File: src/rtl/axi_lite_pkg.sv
// axi_lite_pkg: shared FSM state encoding and AXI4-Lite response codes
package axi_lite_pkg;
  typedef enum logic [2:0] {
    IDLE,
    WR_ADDR_DATA,
    WR_RESP,
    RD_ADDR,
    RD_DATA,
    RESP
  } state_t;
  localparam logic [1:0] RESP_OKAY   = 2'b00;
  localparam logic [1:0] RESP_SLVERR = 2'b10;
endpackage

File: src/rtl/axi_lite_watchdog.sv
// axi_lite_watchdog: per-phase cycle counter that flags when a phase has lasted LIMIT cycles
//   clk, reset : clock and synchronous active-high reset
//   i_clear    : zero the count (phase entry / not in an AXI phase)
//   i_enable   : count this cycle
//   o_expired  : this is the LIMIT-th cycle of the phase; 0 when LIMIT is 0
module axi_lite_watchdog #(
  parameter int LIMIT = 1024
) (
  input  logic clk,
  input  logic reset,
  input  logic i_clear,
  input  logic i_enable,
  output logic o_expired
);
  localparam int CW = LIMIT == 0 ? 1 : $clog2(LIMIT + 1);
  logic [CW-1:0] r_count;
  always_ff @(posedge clk)
    if (reset || i_clear) r_count <= '0;
    else if (i_enable && r_count != CW'(LIMIT)) r_count <= r_count + 1'b1;
  // Flag one cycle early so the count reaches LIMIT exactly on the edge that leaves the phase.
  assign o_expired = LIMIT != 0 && i_enable && r_count == CW'(LIMIT - 1);
endmodule

File: src/rtl/axi_lite_cmd_master.sv
// axi_lite_cmd_master: turns single read/write commands into AXI4-Lite transactions with a per-phase watchdog
//   clk, reset          : clock and synchronous active-high reset
//   cmd_*               : command handshake and payload (write flag, addr, wdata, wstrb)
//   rsp_*               : response handshake and result (rdata, resp, write flag, timeout flag)
//   axi_lite_*          : AXI4-Lite master channels AW, W, B, AR, R
module axi_lite_cmd_master
  import axi_lite_pkg::*;
#(
  parameter int ADDR_WIDTH     = 32,
  parameter int DATA_WIDTH     = 32,
  parameter int TIMEOUT_CYCLES = 1024
) (
  input  logic                    clk,
  input  logic                    reset,
  input  logic                    cmd_valid,
  output logic                    cmd_ready,
  input  logic                    cmd_write,
  input  logic [ADDR_WIDTH-1:0]   cmd_addr,
  input  logic [DATA_WIDTH-1:0]   cmd_wdata,
  input  logic [DATA_WIDTH/8-1:0] cmd_wstrb,
  output logic                    rsp_valid,
  input  logic                    rsp_ready,
  output logic [DATA_WIDTH-1:0]   rsp_rdata,
  output logic [1:0]              rsp_resp,
  output logic                    rsp_write,
  output logic                    rsp_timeout,
  output logic [ADDR_WIDTH-1:0]   axi_lite_awaddr,
  output logic                    axi_lite_awvalid,
  input  logic                    axi_lite_awready,
  output logic [DATA_WIDTH-1:0]   axi_lite_wdata,
  output logic [DATA_WIDTH/8-1:0] axi_lite_wstrb,
  output logic                    axi_lite_wvalid,
  input  logic                    axi_lite_wready,
  input  logic [1:0]              axi_lite_bresp,
  input  logic                    axi_lite_bvalid,
  output logic                    axi_lite_bready,
  output logic [ADDR_WIDTH-1:0]   axi_lite_araddr,
  output logic                    axi_lite_arvalid,
  input  logic                    axi_lite_arready,
  input  logic [DATA_WIDTH-1:0]   axi_lite_rdata,
  input  logic [1:0]              axi_lite_rresp,
  input  logic                    axi_lite_rvalid,
  output logic                    axi_lite_rready
);
  state_t                  r_state;
  logic                    r_write, r_awvalid, r_wvalid;
  logic [ADDR_WIDTH-1:0]   r_addr;
  logic [DATA_WIDTH-1:0]   r_wdata;
  logic [DATA_WIDTH/8-1:0] r_wstrb;
  logic [DATA_WIDTH-1:0]   r_rsp_rdata;
  logic [1:0]              r_rsp_resp;
  logic                    r_rsp_write, r_rsp_timeout;
  logic                    w_axi, w_hs, w_expired;
  assign w_axi = r_state inside {WR_ADDR_DATA, WR_RESP, RD_ADDR, RD_DATA};
  // A write address/data phase is complete once each channel has either already handshaken or does so now.
  always_comb
    w_hs = r_state == WR_ADDR_DATA ? (!r_awvalid || axi_lite_awready) && (!r_wvalid || axi_lite_wready) :
           r_state == WR_RESP      ? axi_lite_bvalid :
           r_state == RD_ADDR      ? axi_lite_arready :
           r_state == RD_DATA      ? axi_lite_rvalid : 1'b0;
  axi_lite_watchdog #(.LIMIT(TIMEOUT_CYCLES)) u_wd (
    .clk       (clk),
    .reset     (reset),
    .i_clear   (!w_axi || w_hs),
    .i_enable  (w_axi),
    .o_expired (w_expired)
  );
  always_ff @(posedge clk) begin
    if (reset) begin
      r_state       <= IDLE;
      r_awvalid     <= 1'b0;
      r_wvalid      <= 1'b0;
      r_rsp_rdata   <= '0;
      r_rsp_resp    <= RESP_OKAY;
      r_rsp_write   <= 1'b0;
      r_rsp_timeout <= 1'b0;
    end else begin
      case (r_state)
        IDLE: if (cmd_valid) begin
          r_write   <= cmd_write;
          r_addr    <= cmd_addr;
          r_wdata   <= cmd_wdata;
          r_wstrb   <= cmd_wstrb;
          r_awvalid <= cmd_write;
          r_wvalid  <= cmd_write;
          r_state   <= cmd_write ? WR_ADDR_DATA : RD_ADDR;
        end
        WR_ADDR_DATA: begin
          if (axi_lite_awready) r_awvalid <= 1'b0;
          if (axi_lite_wready) r_wvalid <= 1'b0;
          if (w_hs) r_state <= WR_RESP;
        end
        WR_RESP: if (axi_lite_bvalid) begin
          r_rsp_rdata   <= '0;
          r_rsp_resp    <= axi_lite_bresp;
          r_rsp_write   <= 1'b1;
          r_rsp_timeout <= 1'b0;
          r_state       <= RESP;
        end
        RD_ADDR: if (axi_lite_arready) r_state <= RD_DATA;
        RD_DATA: if (axi_lite_rvalid) begin
          r_rsp_rdata   <= axi_lite_rdata;
          r_rsp_resp    <= axi_lite_rresp;
          r_rsp_write   <= 1'b0;
          r_rsp_timeout <= 1'b0;
          r_state       <= RESP;
        end
        RESP: if (rsp_ready) r_state <= IDLE;
        default: r_state <= IDLE;
      endcase
      // A handshake in the expiring cycle wins; otherwise abandon the phase with an error response.
      if (w_axi && !w_hs && w_expired) begin
        r_awvalid     <= 1'b0;
        r_wvalid      <= 1'b0;
        r_rsp_rdata   <= '0;
        r_rsp_resp    <= RESP_SLVERR;
        r_rsp_write   <= r_write;
        r_rsp_timeout <= 1'b1;
        r_state       <= RESP;
      end
    end
  end
  assign cmd_ready        = r_state == IDLE && !reset;
  assign axi_lite_awaddr  = r_addr;
  assign axi_lite_awvalid = r_awvalid;
  assign axi_lite_wdata   = r_wdata;
  assign axi_lite_wstrb   = r_wstrb;
  assign axi_lite_wvalid  = r_wvalid;
  assign axi_lite_bready  = r_state == WR_RESP;
  assign axi_lite_araddr  = r_addr;
  assign axi_lite_arvalid = r_state == RD_ADDR;
  assign axi_lite_rready  = r_state == RD_DATA;
  assign rsp_valid        = r_state == RESP;
  assign rsp_rdata        = r_rsp_rdata;
  assign rsp_resp         = r_rsp_resp;
  assign rsp_write        = r_rsp_write;
  assign rsp_timeout      = r_rsp_timeout;
endmodule
File: config.mk
export PLATFORM = sky130hd
export DESIGN_NAME = axi_lite_cmd_master
export DESIGN_NICKNAME = d
export VERILOG_FILES = /design/src/rtl/axi_lite_pkg.sv /design/src/rtl/axi_lite_watchdog.sv /design/src/rtl/axi_lite_cmd_master.sv
export SDC_FILE = /design/constraint.sdc
export NUM_CORES = 1
export LEC_CHECK = 0
export CAP_MARGIN = 20
export CORE_MARGIN = 2
export CORE_UTILIZATION = 42
export CTS_CLUSTER_DIAMETER = 60
export DETAILED_ROUTE_END_ITERATION = 16
export HOLD_SLACK_MARGIN = 0.06
export PLACE_DENSITY = 0.85
export SLEW_MARGIN = 40
export SYNTH_ARGS = -nofsm -noshare
export SYNTH_HDL_FRONTEND = slang
export SYNTH_SLANG_ARGS = --single-unit
File: constraint.sdc
create_clock -name clk -period 8.6 [get_ports clk]
set_input_delay 2.58 -clock clk [delete_from_list [all_inputs] [get_ports clk]]
set_output_delay 2.58 -clock clk [all_outputs]
set_load 0.1 [all_outputs]
==> results.txt, run 1 <==
The first-pass detailed-route iteration total is 4. In this run the most used layer during global routing was met2. The required time at the worst-slack endpoint is 6020 ps. The startpoint-to-endpoint class of the critical path is in2out. Clock latency on the worst-skew pair, taken at its later pin, is 400 ps. The final RePlAce weighted congestion came out at 0.791. The largest buffer count on any clock path came out at 2.

The power per cell area came out at 289 nW/um^2. The internal reg-to-reg setup slack is 6150 ps. The iteration-0 DRC count of the detailed router is 179. Synthesis produced 356 cells. The number of setup buffers added after CTS is 0. The capturing element type of the critical path is an output port.

After synthesis, the cell types taking the most area are edfxtp_1 43%, dfxtp_1 21%, a22oi_2 7.7%. The multi-input combinational cells in the finished layout cover a total of 1360 sq um. The portion of synthesized area spent on multiplexers is 0.0108. The number of flops mapped to enable cells by yosys came out at 69. The headroom to the max-slew limit is 0.552. 0 antenna diodes ended up in the layout. The post-route clock skew is 12.5 ps. After synthesis, the largest family of logic cells by area is simple AND/OR/NAND/NOR gates. The area of the die is 12,400 sq um. Data arrives at the worst endpoint at 3410 ps.

The transition time at the pin with the least slew margin is 672 ps. The biggest fanout along the worst timing path came out at 2. The commonest cells after synthesis are 69 x edfxtp_1, 52 x dfxtp_1, 35 x buf_4, 30 x a22oi_2, 30 x nor2_2. The number of library cell types mapped by synthesis came out at 50. The placed instance area is 6530 sq um. The die width is 111 um. The clock input transition at the sequential cells of the worst setup and hold paths came out at 50 ps. The starting density of the core is 0.428. The number of global-route vias before repair is 3,534. The number of nets handed over by synthesis was 472. The end of the worst register-to-register path is rsp_resp[0]. The run finished with clean final reports. The region available for standard cell placement spans 11,300 sq um.

The fraction of the mapped netlist area in compound gates came to 0.118. The cell sitting at the root of the clock tree is a clkbuf_16. The portion of the clock cycle consumed by the worst path in the final layout came out at 0.697. The area growth from synthesis to layout is 45.9%.

The vias per cell came out at 4.81. The netlist area before placement came out at 4840 sq um. The total count of max-transition violations in the final report is 0. In this run the mean area of a mapped cell was 13.6 sq um. The count of nets after finishing came out at 701. The share of synthesized area occupied by flip-flops and latches came out at 0.643. Dividing the detail-routed wire length by the instance count gives 16.4 um.

The analysis attributes to cell leakage a power of 2.73 nW. In the post-synthesis netlist, the cell with the most instances is edfxtp_1. The fraction of layout cells with a size suffix above 1 is 0.405. The die is 111 um tall.

The synthesis warning total is 0. The via count came out at 3,553. The DRC violation count after routing is 0.

In the final layout, flip-flops and latches occupy 3110 sq um. The global routing usage on met2 came out at 0.363. The cell type with the highest aggregate area in the netlist is edfxtp_1. The highest clock rate came out at 167 MHz. 257 I/O pins were placed. The worst hold path terminates at rsp_resp[1]. The final cell area excluding filler cells is 7070 sq um. The aggregate routed wire length is 12,100 um.

Of the post-synthesis cell area, the dominant cell type holds 0.428. Setup violations remaining at the end of the flow were counted as 0. The count of fill cells added during filler insertion is 891. The total of cells resized after clock tree synthesis is 0. Buffers inserted during clock tree synthesis total 17. The initial antenna violation count is 0. For met3 alone, demand over resource in global routing was 0.0768. The CTS H-tree depth is 4. The half-perimeter wire length after detailed placement is 9200 um.

The async set-reset flop share out of synthesis is 0. The clock sink count is 121. In this run, synthesis produced a sequential element count of 121. In this run the critical register-to-register path is launched from r_state[0]. The global-route congestion overflow total came out at 0. Setup repair after global routing left no endpoint under its margin. Measured on the finished design, the core utilization comes to 0.624. The number of cells on the worst reg-to-reg path came out at 6. The worst hold path begins at rsp_resp[1].

The setup total negative slack is 0 ps. The worst hold path stage count is 2. The total number of placement rows came out at 39. The total power after layout is 0.00204 W. The overall track demand over capacity in global routing came out at 0.194. The number of buffers inserted by hold repair at cts came out at 0.

The adder-cell area share of the yosys netlist is 0.00517. The count of input and output buffers came out at 256. The max-capacitance violation count came out at 0.

The wire length of the first global-routing pass is 18,500 um. The simple-gate portion of the synthesized area came out at 0.129. Once detail routing completed, the nets flagged for antenna violations numbered 0. For this run, global-route usage on met1 was measured as 0.196. TritonCTS built the clock tree. The path class of the tightest hold or removal check is reg2reg.

The count of final hold-check violations is 0. Of the total synthesized cell area, the portion taken by XOR and XNOR cells is 0.0163. Entering global routing, the biggest net connects 70 pins. IR analysis of the VDD net gives a maximum drop of 0.000179 V. The worst path in the final design needs a cycle of 5990 ps, including I/O delays and setup. The nature of the critical path startpoint is an input port. For this run, the leading register cell type out of synthesis is edfxtp_1.
-- layout make-up --
cell class | count | area share
sequential | 121 | 0.441
timing repair buffer | 259 | 0.266
multi-input combinational | 179 | 0.192
clock buffer | 17 | 0.0602
tap | 143 | 0.0253
clock inverter | 12 | 0.0124
inverter | 7 | 0.00372
-- registers in the layout, indices dropped and copies added, names as in the netlist --
| signal | count |
|---|---|
| axi_lite_araddr | 32 |
| axi_lite_wdata | 32 |
| rsp_rdata | 32 |
| u_wd.r_count | 11 |
| axi_lite_wstrb | 4 |
| r_state | 3 |
| rsp_resp | 2 |
| axi_lite_awvalid | 1 |
| axi_lite_wvalid | 1 |
| r_write | 1 |
| rsp_timeout | 1 |
| rsp_write | 1 |
-- through the flow --
step           setup WS [ps]  cells  hold slack, ps
3_5_place_dp            2600    708             463
6_report                2610    738             470
2_1_floorplan            440    356             506
5_1_grt                 2580    738             511
3_3_place_gp            1840    708             455
4_1_cts                 2600    737             474
-- critical path: stages --
cell,delay (ps)
buf_2,110
nor4_1,220
buf_2,500
-- cell usage in the layout, fill, tap and decap left out, types with 2 or more instances in the layout --
master	netlist	final
and3_1	2	2
nand4_1	4	4
a22oi_2	30	30
nor2_2	30	30
clkinv_1	0	5
ha_1	2	2
clkinv_2	0	3
o21a_1	2	2
nor4b_1	2	2
inv_1	7	7
clkbuf_16	0	17
xor2_1	4	4
buf_4	35	2
nor2b_1	3	3
a21oi_1	10	10
nand3_1	3	3
dfxtp_1	52	52
nand3b_1	2	2
buf_2	1	144
nor2_1	25	25
nor4_1	2	2
xnor2_1	5	5
clkdlybuf4s50_1	0	112
nor3_1	10	10
and2_4	0	2
a22oi_1	3	3
o21ai_0	3	3
edfxtp_1	69	69
clkinvlp_4	0	2
nand2b_1	5	5
and4_1	2	2
nand2_1	7	7
mux2i_1	3	3
-- cell families after synthesis --
logic type | Yosys count
flops | 121
fa+ha+maj | 2
compound gates | 57
buf+inv | 56
xor+xnor | 9
mux | 5
simple gates | 106
-- routing by layer --
layer  share of wire  vias to the layer above
li1                -                     1710
met1            0.35                     1644
met2            0.54                      188
met3           0.092                       11
met4           0.012                        0
met5               0                        -
-- how the worst max path moves through the flow --
stage,startpoint,to,slack [ps],cells after the start
floorplan,reset,cmd_ready,440,2
finish,reset,cmd_ready,2610,3
global placement,reset,cmd_ready,1840,3
global route,reset,cmd_ready,2580,3
detailed placement,reset,cmd_ready,2600,3
CTS,reset,cmd_ready,2600,3
-- where the power goes --
group	switching, W	internal, W
logic	0.000575	0.000139
clock network	0.000232	0.000384
registers	0.0000361	0.000674
No activity file was read; power rests on OpenSTA's default activity.
==> inputs of run 2 (changes only) <==
--- a/config.mk
+++ b/config.mk
@@ -7,11 +7,11 @@
 export LEC_CHECK = 0
 export CAP_MARGIN = 20
 export CORE_MARGIN = 2
-export CORE_UTILIZATION = 42
+export CORE_UTILIZATION = 39
 export CTS_CLUSTER_DIAMETER = 60
 export DETAILED_ROUTE_END_ITERATION = 16
 export HOLD_SLACK_MARGIN = 0.06
-export PLACE_DENSITY = 0.85
+export PLACE_DENSITY = 0.8
 export SLEW_MARGIN = 40
 export SYNTH_ARGS = -nofsm -noshare
 export SYNTH_HDL_FRONTEND = slang
==> constraint.sdc (replaced) <==
create_clock -name clk -period 6.1 [get_ports clk]
set_input_delay 1.83 -clock clk [delete_from_list [all_inputs] [get_ports clk]]
set_output_delay 1.83 -clock clk [all_outputs]
set_load 0.1 [all_outputs]
==> run 2 against run 1 <==
Worst hold slack improved by 5.9 ps. Power increased by 55%. Register-to-register slack got worse by 2800 ps. Critical endpoint unchanged. Largest cell class unchanged.
==> results.txt, run 2 (synthesized netlist as in run 1, its figures left out) <==
The nature of the critical path startpoint is an input port. The CTS H-tree depth came to 4 (unchanged). The minimum setup slack after placement is 1630 ps (-975 ps). The number of buffers and inverters on the critical path came out at 2 (unchanged). In this run the critical register-to-register path is launched from r_state[0]. The area of the die came out at 13,300 sq um (+7.4%).

The first-pass detailed-route iteration total came out at 4 (unchanged). The met3 usage in global routing was 0.0518 (-0.0250). The total number of placement rows came out at 40 (+2.6%).

The critical path ends at cmd_ready. The overall track demand over capacity in global routing came out at 0.187 (-0.00691). The iteration-0 DRC count of the detailed router is 280 (+56%). The signal on the critical path passes through buf_2 > nor4_2 > buf_4. The aggregate routed wire length is 12,900 um (+6.7%). Tracing the worst setup path back leads to its startpoint at reset. The critical path in this run is classified as in2out. The worst voltage drop across the vdd grid is 0.000295 V (+65%). The number of cells on the worst reg-to-reg path came out at 6 (unchanged). The count of final hold-check violations is 0 (unchanged).

The total power after layout came out at 0.00315 W (+55%). The initial antenna violation count came to 0 (unchanged). The worst register-to-register path ends at rsp_resp[0]. The busiest metal layer after global routing is met2.

The internal reg-to-reg setup slack was 3330 ps (-2820 ps). Setup repair after global routing left no endpoint under its margin. The net switching fraction of the power came out at 0.392 (-0.0212). The register share of total power came out at 0.318 (-0.030).

The leakage component of the power came out at 2.81 nW (+2.9%). The capturing element type of the critical path is an output port. The wire length of the first global-routing pass is 18,800 um (+1.5%). The number of buffers inserted by hold repair at cts came out at 0 (unchanged). The post-route antenna net violation count is 0 (unchanged). The combinational cell fraction of total power is 0.321 (-0.029). The core utilization of the finished layout is 0.602 (-0.0216). The most common cell after layout, fill and taps aside is buf_2. The growth of design area from synthesis to finish came out at 50.0%.

The starting density of the core came out at 0.402 (-0.0263). The final worst slack is 1680 ps (-932 ps). The worst hold path stage count is 2 (unchanged). The total of cells resized after clock tree synthesis is 0 (unchanged). The count of nets after finishing came out at 701 (unchanged). The via count is 3,618 (+1.8%). On the critical path the largest part of the delay comes from buffers and inverters. The setup total negative slack was 0 ps (unchanged). The global routing usage on met2 is 0.338 (-0.0246). The cell with the biggest individual delay on the critical path is buf_4.

The delay of the slowest cell on the worst path came out at 360 ps (-140 ps). The total count of max-transition violations in the final report is 0 (unchanged). The clock period minus final worst setup slack came out at 4420 ps. The half-perimeter wire length after detailed placement is 9520 um (+3.4%). The vias per cell came to 4.72 (-1.9%).

The worst min-delay path category is reg2reg. The post-route clock skew came out at 6.58 ps (-5.94 ps). The number of cells on the critical path came out at 3 (unchanged). The count of fill cells added during filler insertion is 984 (+10%). The number of global-route vias before repair came out at 3,555 (+0.59%). The portion of the clock cycle consumed by the worst path in the final layout is 0.725. The final RePlAce weighted congestion is 0.864 (+9.2%). The highest clock rate is 226 MHz. The height of the die was 115 um (+3.6%). The CTS buffer count is 17 (unchanged). The clock input transition at the sequential cells of the worst setup and hold paths came to 50 ps (about the same). The fraction of layout cells with a size suffix above 1 is 0.416 (+0.0113).

The multi-input gate area in the final layout came to 1360 sq um (+0.46%). The clock sink count came out at 121 (unchanged). The DRC violation count after routing is 0 (unchanged). The global-route congestion overflow total came out at 0 (unchanged).

The insertion delay to the later sink of the worst-skew pair is 410 ps (about the same). The number of placed I/O pins came out at 257 (unchanged). The sequential standard cell area came out at 3110 sq um (unchanged).

The fraction of met1 tracks used by global routing came out at 0.208 (+0.0116). The count of input and output buffers is 256 (unchanged). TritonCTS built the clock tree.

The power per cell area came out at 434 nW/um^2 (+50%). The library cells used most frequently in the layout, excluding fill and tap cells, are 143 x buf_2, 112 x clkdlybuf4s50_1, 69 x edfxtp_1. The largest buffer count on any clock path came out at 2 (unchanged). The final routed wire length divided by cell count is 16.8 um (+2.8%). The internal power component was 0.00192 W (+60%). The post-CTS setup-driven buffer insertion count is 0 (unchanged).

The die width is 115 um (+3.6%). The max-capacitance violation count was 0 (unchanged). The required time at the worst-slack endpoint came out at 4270 ps (-1750 ps). CTS placed an instance of clkbuf_16 at the clock tree root.

The area of the placeable core came to 12,100 sq um (+6.5%). The biggest fanout along the worst timing path is 2 (unchanged). The headroom to the max-slew limit came out at 0.507 (-0.0444). The net switching power came to 0.00124 W (+47%). The transition time at the pin with the least slew margin is 738 ps (+66.5 ps). The clock power share is 0.361 (+0.059).

The setup-violating endpoint count in the final report is 0 (unchanged). The largest net degree at the start of global routing came out at 70 (unchanged). The worst path arrival time came out at 2590 ps (-820 ps). The run finished with clean final reports. The antenna cell count is 0 (unchanged).
## run 2: final cells by class
type,count,share of cell area
tap,168,0.0289
sequential,121,0.428
clock buffer,18,0.0591
multi-input combinational,179,0.188
clock inverter,14,0.0337
inverter,7,0.00362
timing repair buffer,259,0.259
## run 2: worst min-delay path by stage
stage | from | endpoint | slack (ps)
CTS | rsp_resp[1] | rsp_resp[1] | 480
floorplan | u_wd.r_count[6] | u_wd.r_count[6] | 510
global route | rsp_rdata[5] | rsp_rdata[5] | 510
detailed placement | rsp_timeout | rsp_timeout | 450
finish | rsp_resp[1] | rsp_resp[1] | 480
global placement | rsp_timeout | rsp_timeout | 460
## run 2: per-layer routing
metal / share of wire / routed length, um
met5: 0 / 0
met4: 0.019 / 248
met3: 0.061 / 788
met2: 0.53 / 6860
met1: 0.39 / 5000
## run 2: power by group through the flow
stage	Combinational, W	Clock, W	Sequential (W)
global route	0.00105	0.00119	0.00101
detailed placement	0.00101	0	0.00102
global placement	0.00107	0	0.00102
finish	0.00101	0.00114	0.00100
floorplan	0.000460	0	0.00141
CTS	0.00101	0.00115	0.00100
## run 2: tightest hold or removal path, stage by stage (launching register included)
cell and delay (ps):
dfxtp_1 310, inv_1 50, a221oi_1 60
## run 2: stage by stage
step                      std cells  hold slack (ps)  cell area (sq um)
after floorplan                 356              506               4850
after global placement          733              461               7280
after detailed placement        733              454               6570
after CTS                       765              484               7250
after global routing            766              511               7270
final                           766              476               7270
==> inputs of run 3 (changes only) <==
==> constraint.sdc (replaced) <==
create_clock -name clk -period 4.28 [get_ports clk]
set_input_delay 1.284 -clock clk [delete_from_list [all_inputs] [get_ports clk]]
set_output_delay 1.284 -clock clk [all_outputs]
set_load 0.1 [all_outputs]
==> run 3 against run 2 <==
First-iteration DRC count increased by 0.36%. Critical path depth unchanged. Clock power increased by 31%. Die area unchanged. Largest power group unchanged.
==> results.txt, run 3 (synthesized netlist as in run 1, its figures left out) <==
The run finished with clean final reports. The first-pass detailed-route iteration total is 5 (+1). The post-CTS setup-driven buffer insertion count was 0 (unchanged). The CTS H-tree depth is 4 (unchanged).

The number of cells on the worst reg-to-reg path came to 5 (-1). The worst voltage drop across the vdd grid is 0.000319 V (+7.9%). The count of nets after finishing is 702 (+0.14%). The area of the placeable core came out at 12,100 sq um (unchanged). The placed instance area was 6630 sq um (+0.86%). The power per cell area is 602 nW/um^2 (+39%).

The capturing element type of the critical path is an output port. The total count of max-transition violations in the final report came out at 0 (unchanged). The max-capacitance violation count is 0 (unchanged). The number of placed I/O pins came to 257 (unchanged). The worst hold path belongs to the class reg2reg. The startpoint-to-endpoint class of the critical path is reg2out. The overall track demand over capacity in global routing is 0.184 (-0.00274). The clock input transition at the sequential cells of the worst setup and hold paths is 60 ps (about the same). The vias per cell is 4.72 (about the same). Setup repair after global routing left no endpoint under its margin. The starting density of the core is 0.402 (unchanged). The internal reg-to-reg setup slack came out at 1800 ps (-1530 ps). The count of final hold-check violations came out at 0 (unchanged). The fraction of layout cells with a size suffix above 1 is 0.419 (+0.00264). The number of global-route vias before repair came to 3,480 (-2.1%). The transition time at the pin with the least slew margin is 767 ps (+28.8 ps). The portion of the clock cycle consumed by the worst path in the final layout came out at 0.767.

The height of the die came out at 115 um (unchanged). The worst hold path stage count was 1 (-1). The die width was 115 um (unchanged). The post-route non-filler standard cell count is 768 (+0.26%). TritonCTS built the clock tree. The final cell area excluding filler cells is 7280 sq um (+0.12%). The global-route congestion overflow total is 0 (unchanged). The highest clock rate is 305 MHz.

The via count came out at 3,628 (+0.28%). The headroom to the max-slew limit came out at 0.488 (-0.0192). The clock period minus final worst setup slack came out at 3280 ps. The number of buffers inserted by hold repair at cts is 0 (unchanged).

The biggest fanout along the worst timing path came to 19 (+17). The wire length of the first global-routing pass was 18,400 um (-2.2%). The aggregate routed wire length is 12,600 um (-2.1%).

In the layout the commonest cells are 139 x buf_2, 112 x clkdlybuf4s50_1, 69 x edfxtp_1. The required time at the worst-slack endpoint came out at 3000 ps (-1270 ps). The final RePlAce weighted congestion came out at 0.868 (+0.39%). The half-perimeter wire length after detailed placement came out at 9590 um (+0.71%). The iteration-0 DRC count of the detailed router is 281 (+0.36%). The library cell used most frequently in the layout, excluding fill and tap cells, is buf_2. The CTS buffer count is 17 (unchanged). The post-route antenna net violation count came out at 0 (unchanged). The initial antenna violation count is 1 (+1).

The DRC violation count after routing was 0 (unchanged). The leakage component of the power is 2.81 nW (+0.17%). The growth of design area from synthesis to finish is 50.2%. The total number of placement rows came out at 40 (unchanged). The largest net degree at the start of global routing is 52 (-26%). The area of the die came out at 13,300 sq um (unchanged). The setup total negative slack is 0 ps (unchanged). The insertion delay to the later sink of the worst-skew pair was 410 ps (about the same). The largest buffer count on any clock path came out at 2 (unchanged).

The worst setup path is launched from a flop. The worst path arrival time is 2000 ps (-590 ps). The total instance count after detailed placement came out at 735 (+0.27%).

The post-route clock skew came out at 7.65 ps (+1.07 ps). The total of cells resized after clock tree synthesis is 0 (unchanged). The count of input and output buffers came to 256 (unchanged). The tree is rooted in a clkbuf_16. The final routed wire length divided by cell count came out at 16.4 um (-2.4%).

The setup-violating endpoint count in the final report came out at 0 (unchanged). The clock sink count is 121 (unchanged).
[run 3: per-stage QoR]
stage               total power [W]  hold slack [ps]  setup WS [ps]  utilization
finish                      0.00438              488            997        0.603
global route                0.00453              500            888        0.603
CTS                         0.00441              487           1020        0.603
detailed placement          0.00291              475            926        0.550
global placement            0.00300              466            959        0.607
floorplan                   0.00267              506            234            -
[run 3: cell type report]
| type | instances | area (sq um) |
|---|---|---|
| Clock buffer | 25 | 573 |
| Tap cell | 168 | 210 |
| Sequential cell | 121 | 3110 |
| Fill cell | 953 | 4790 |
| Timing Repair Buffer | 260 | 1910 |
| Inverter | 7 | 26.3 |
| Multi-Input combinational cell | 179 | 1370 |
| Clock inverter | 7 | 71.3 |
| Antenna cell | 1 | 2.50 |
[run 3: worst paths after layout]
path	startpoint	endpoint
setup / recovery	r_state[0]	rsp_valid
hold / removal	rsp_timeout	rsp_timeout
setup reg to reg	r_state[0]	rsp_resp[1]
hold reg to reg	rsp_timeout	rsp_timeout
[run 3: power breakdown]
group | total [W] | internal, W | switching [W]
Sequential | 0.00143 | 0.00135 | 0.0000792
Clock | 0.00149 | 0.000992 | 0.000499
Combinational | 0.00145 | 0.000296 | 0.00116
Total | 0.00438 | 0.00264 | 0.00174
[run 3: per-layer routing]
metal  GRT usage  wire length, um  vias to the layer above
met5           0                0                        -
met4      0.0843              418                        0
met3      0.0554              788                       29
met2       0.319             6560                      163
met1       0.210             4870                     1714
li1            -                -                     1722
[run 3: critical path, stage by stage (launching register included)]
cell     delay, ps
dfxtp_1        820
inv_1          210
nor2_1         230
buf_4          330
